### src/rtl/seq_shift_add_multiplier.sv
// Sequential shift-add multiplier: STEP multiplier bits per clock, unsigned or
// two's-complement operands, valid/ready handshakes on request and result.
module seq_shift_add_multiplier #(
    parameter int WIDTH = 8,
    parameter int STEP  = 1
) (
    input  logic               clk,
    input  logic               rst_n,
    input  logic               start_valid,
    output logic               start_ready,
    input  logic               signed_mode,
    input  logic [WIDTH-1:0]   a,
    input  logic [WIDTH-1:0]   b,
    output logic               res_valid,
    input  logic               res_ready,
    output logic [2*WIDTH-1:0] p,
    output logic               busy
);

    localparam int N  = WIDTH / STEP;
    localparam int PW = 2 * WIDTH;
    localparam int CW = $clog2(N + 1);

    typedef enum logic [1:0] {
        IDLE = 2'd0,
        RUN  = 2'd1,
        DONE = 2'd2
    } state_t;

    state_t           state_q, state_d;
    logic [PW-1:0]    mcand_q, mcand_d;
    logic [WIDTH-1:0] mplier_q, mplier_d;
    logic [PW-1:0]    acc_q, acc_d;
    logic [PW-1:0]    p_q, p_d;
    logic [CW-1:0]    cnt_q, cnt_d;
    logic             sign_q, sign_d;
    logic [PW-1:0]    partial;
    logic [PW-1:0]    acc_sum;

    // Magnitude fits in WIDTH bits even for the most-negative operand (2^(W-1)).
    function automatic logic [WIDTH-1:0] magnitude(input logic [WIDTH-1:0] v,
                                                   input logic             is_signed);
        logic signed [WIDTH-1:0] sv;
        sv = v;
        if (is_signed && sv < 0)
            return ~v + WIDTH'(1);
        return v;
    endfunction

    function automatic logic [PW-1:0] apply_sign(input logic [PW-1:0] mag,
                                                 input logic          neg);
        return neg ? (~mag + PW'(1)) : mag;
    endfunction

    always_comb begin
        partial = mcand_q * PW'(mplier_q[STEP-1:0]);
        acc_sum = acc_q + partial;
    end

    always_comb begin
        state_d  = state_q;
        mcand_d  = mcand_q;
        mplier_d = mplier_q;
        acc_d    = acc_q;
        p_d      = p_q;
        cnt_d    = cnt_q;
        sign_d   = sign_q;
        case (state_q)
            IDLE: begin
                if (start_valid) begin
                    mcand_d  = PW'(magnitude(a, signed_mode));
                    mplier_d = magnitude(b, signed_mode);
                    sign_d   = signed_mode & (a[WIDTH-1] ^ b[WIDTH-1]);
                    acc_d    = '0;
                    cnt_d    = CW'(N);
                    state_d  = RUN;
                end
            end
            RUN: begin
                acc_d    = acc_sum;
                mcand_d  = mcand_q << STEP;
                mplier_d = mplier_q >> STEP;
                cnt_d    = cnt_q - CW'(1);
                // Last window: publish the signed-corrected product directly.
                if (cnt_q == CW'(1)) begin
                    p_d     = apply_sign(acc_sum, sign_q);
                    state_d = DONE;
                end
            end
            DONE: begin
                if (res_ready)
                    state_d = IDLE;
            end
            default: state_d = IDLE;
        endcase
    end

    always_ff @(posedge clk or negedge rst_n) begin
        if (!rst_n) begin
            state_q  <= IDLE;
            mcand_q  <= '0;
            mplier_q <= '0;
            acc_q    <= '0;
            p_q      <= '0;
            cnt_q    <= '0;
            sign_q   <= 1'b0;
        end else begin
            state_q  <= state_d;
            mcand_q  <= mcand_d;
            mplier_q <= mplier_d;
            acc_q    <= acc_d;
            p_q      <= p_d;
            cnt_q    <= cnt_d;
            sign_q   <= sign_d;
        end
    end

    assign start_ready = (state_q == IDLE);
    assign res_valid   = (state_q == DONE);
    assign busy        = (state_q == RUN) || (state_q == DONE);
    assign p           = p_q;

endmodule

### config.mk
export PLATFORM = sky130hd
export DESIGN_NAME = seq_shift_add_multiplier
export DESIGN_NICKNAME = d
export VERILOG_FILES = /design/src/rtl/seq_shift_add_multiplier.sv
export SDC_FILE = /design/constraint.sdc
export NUM_CORES = 1
export LEC_CHECK = 0
export CORE_UTILIZATION = 65
export DETAILED_ROUTE_END_ITERATION = 7
export DONT_BUFFER_PORTS = 1
export GPL_TIMING_DRIVEN = 0
export PLACE_DENSITY = 0.86
export SLEW_MARGIN = 10
export SYNTH_ARGS = -nofsm -noshare
export SYNTH_HDL_FRONTEND = slang
export SYNTH_SLANG_ARGS = --single-unit
### constraint.sdc
create_clock -name clk -period 8.5 [get_ports clk]
set_clock_uncertainty 0.2 [all_clocks]
set_input_delay 2.125 -clock clk [delete_from_list [all_inputs] [get_ports clk]]
set_output_delay 2.125 -clock clk [all_outputs]
set_load 0.02 [all_outputs]
==> metrics.yaml <==
run_status:
  status: "finished, final reports clean"
clock_tree:
  clk_pin_slew_worst_setup_hold_paths_ns: 0.07
  clkSinkCount: 63
  clock_insertion_delay_worst_skew_ns: 0.34
  h-tree-depth: 3
  cts_tree: "yes"
  cts_buffers: 9
  clock_tree.buffer_depth: 2
  cts.root.buffer_cell: "clkbuf_8"
  cts.hold.buffers_added: 0
  post-cts-setup-buffer-count: 0
  cts.repair.resized: 0
grt:
  grt_antenna_before_repair: 0
  maximum_number_of_pins_on_one_net_before_global_route_repair: 64
  grt_pass1_vias: 3451
  global_route.overflow_total: 0
  grt_first_pass_wirelength_mm: 15.59
  track_usage_pct: 30.78
synthesis:
  synth_seq_cells: 63
  syn-mean-instance-area_um2: 8.919
  yosys_warning_count: 0
  number_of_enable_flip_flop_cells_after_synthesis: 0
  ys_top_cells_by_area: "dfrtp_1 (37%), ha_1 (6.8%), o21ai_0 (5.7%), a21oi_1 (5.1%), nand2_1 (5.1%)"
  netlist_instances: 475
  seq_area_frac_synth_pct: 37.21
  syn-num-nets: 520
  synth.largest_area_cell: "dfrtp_1"
  synth_largest_type_area_fraction_pct: 37.21
  yosys.cell_types.count: 67
  yosysMostFrequentCell: "dfrtp_1"
  synthesized_cell_area_um2: 4237
  ys_top_cells_by_count: "dfrtp_1 (63), nand2_1 (57), o21ai_0 (48)"
  dominantRegCellSynth: "dfrtp_1"
  ys_async_sr_fraction_pct: 100.0
pwr:
  cellInternalPower_uw: 855.9
  share_seq_of_total_power_pct: 31.5
  p_leak_uw: 0.002002
  comb_power_share_pct: 52.8
  max-vdd-ir-drop_uv: 264.3
  p_per_area_nw_per_um2: 357.7
  power_frac_clock_pct: 15.7
  p_switching_uw: 761.4
  sw_frac_of_total_pct: 47.08
placed_design:
  gp_congestion: 0.9066
  io_buffer_count: 0
  dp_hpwl_mm: 7.090
setup_path:
  crit_path_max_incr_delay_ns: 0.54
  cp_cell_sequence: "clkbuf_1, and2_1, ha_1, fa_1, a21o_1, a21oi_2, xnor2_1, nor4_1, nand4_1, o31ai_2, xnor2_1, mux2_4"
  critical_path.slowest_cell: "nor4_1"
  crit_type: "flip-flop to flip-flop"
  required_ns: 8.53
  cpLargestDelayFamily: "simple AND/OR/NAND/NOR gates"
  worstPathBufferInverterCount: 1
  timing.critical_path.mode_cell: "xnor2_1"
  start_kind: "flip-flop"
  cp_data_arrival_time_ns: 3.96
  critPathCaptureType: "flip-flop"
  worstPathMaxFanout: 10
floorplan:
  floorplan_core_area_um2: 6314
  area_of_the_die_um2: 6844
  die_height_um: 82.73
  floorplan.initialDensity_pct: 67.10
  num_rows: 29
  io_pins: 40
  chipWidth_um: 82.73
worst_hold_path:
  worst_hold_path_type: "flip-flop to flip-flop"
sta:
  worstMarginPinSlew_ns: 0.6047
  timing.final.max_slew_violations: 0
  post-route-min-period_ns: 3.922
  rsz0062_at_grt: "no"
  timing.slew.headroom_pct: 59.69
  setup_viol: 0
  finalCritPeriodShare_pct: 46.14
  worst_hold_slack_ns: 0.3025
  final.setup.tns_ns: 0
  final-hold-violation-count: 0
  clock.fmax_mhz: 255.0
drt:
  drt-pass1-iter-count: 5
  routed_vias_inst: 6.320
  drcViolationCount: 0
  drt_first_iter_violations: 169
  wire_per_inst_um: 16.93
  num_vias: 3590
  drtAntennaViolNets: 0
  wirelength_mm: 9.615
layout:
  fillCellCount: 486
  syn_to_final_growth_pct: 6.734
  num_antenna_cells: 0
  fin_nets: 531
  post_route_cells_drive_above_1_share_pct: 10.39
job:
  cap_viol_max_count: 0
-- through the flow --
stage                     total power, µW  std cells  worst slack, ns  area, µm²  utilization [%]
after CTS                            1608        568            4.600       4522            71.62
after floorplan                      1161        475            5.041       4237                -
after global routing                 1739        568            4.390       4522            71.62
final                                1617        568            4.578       4522            71.62
after detailed placement             1350        552            4.621       4333            68.63
after global placement               1313        552            4.681       4333            68.63
-- worst paths after layout --
| path | end | slack [ns] | cells after the start | startpoint |
|---|---|---|---|---|
| min reg2reg | acc_q[0] | 0.30 | 2 | acc_q[0] |
| min in group asynchronous | p[2] | 1.27 | 0 | rst_n |
| min | acc_q[0] | 0.30 | 2 | acc_q[0] |
| max reg2reg | p[14] | 4.58 | 12 | mplier_q[0] |
| max in group asynchronous | acc_q[10] | 6.72 | 0 | rst_n |
| max | p[14] | 4.58 | 12 | mplier_q[0] |
-- area by class of cell --
class	count	area, µm²	share of cell area (%)
buffer	22	118.9	2.629
clock buffer	10	127.6	2.822
clock inverter	6	61.31	1.356
inverter	21	78.83	1.743
multi-input combinational	369	2462	54.45
sequential	63	1577	34.86
tap	77	96.34	2.131
-- tightest hold or removal path, stage by stage (launching register included) --
cell and delay, ns:
dfrtp_1 0.36, nand2_1 0.05, o21ai_0 0.06
-- cells in the final DEF (no fill, tap or decap), types with 3 or more instances in the layout --
cell	Yosys	routed
a21o_1	4	4
a21oi_1	43	43
a22o_1	15	15
a31oi_1	5	5
and2_1	16	16
buf_2	3	3
clkbuf_1	14	15
clkbuf_8	1	10
clkinv_2	0	3
dfrtp_1	63	63
ha_1	23	23
inv_1	20	20
mux2_2	3	3
mux2i_1	3	3
nand2_1	57	57
nand3_1	14	14
nand4_1	3	3
nor2_1	20	20
nor3_1	8	8
nor4_1	4	4
o21ai_0	48	48
o21ai_1	9	9
o22ai_1	8	8
xnor2_1	21	21
xor2_1	11	11
-- state kept, by name (all words and copies together) (netlist names) --
name and flops:
sign_q 1, mplier_q 8, acc_q 16, cnt_q 4
state_q 2, p 16, mcand_q 16
-- power by group through the flow --
stage / combinational, µW / clock, µW / sequential, µW
CTS: 845 / 255 / 508
global placement: 807 / 0 / 506
global route: 948 / 266 / 526
detailed placement: 837 / 0 / 513
finish: 855 / 254 / 509
floorplan: 675 / 0 / 486
-- cell families after synthesis --
family	count (synthesis)	share of synthesized area, %
compound gates	163	24.99
simple gates	141	16.63
flops	63	37.21
buf+inv	43	4.666
xor+xnor	34	7.383
fa+ha+maj	24	7.265
mux	7	1.860
-- metal layers --
layer	share of wire (%)	up-vias	wire, µm	GRT usage (%)
met2	48	121	4658	51.39
met1	44	1721	4256	38.55
li1	-	1723	-	-
met4	2.4	0	234	12.76
met5	0	-	0	0
met3	4.8	25	465	6.484
(Power assumes the default switching activity.)
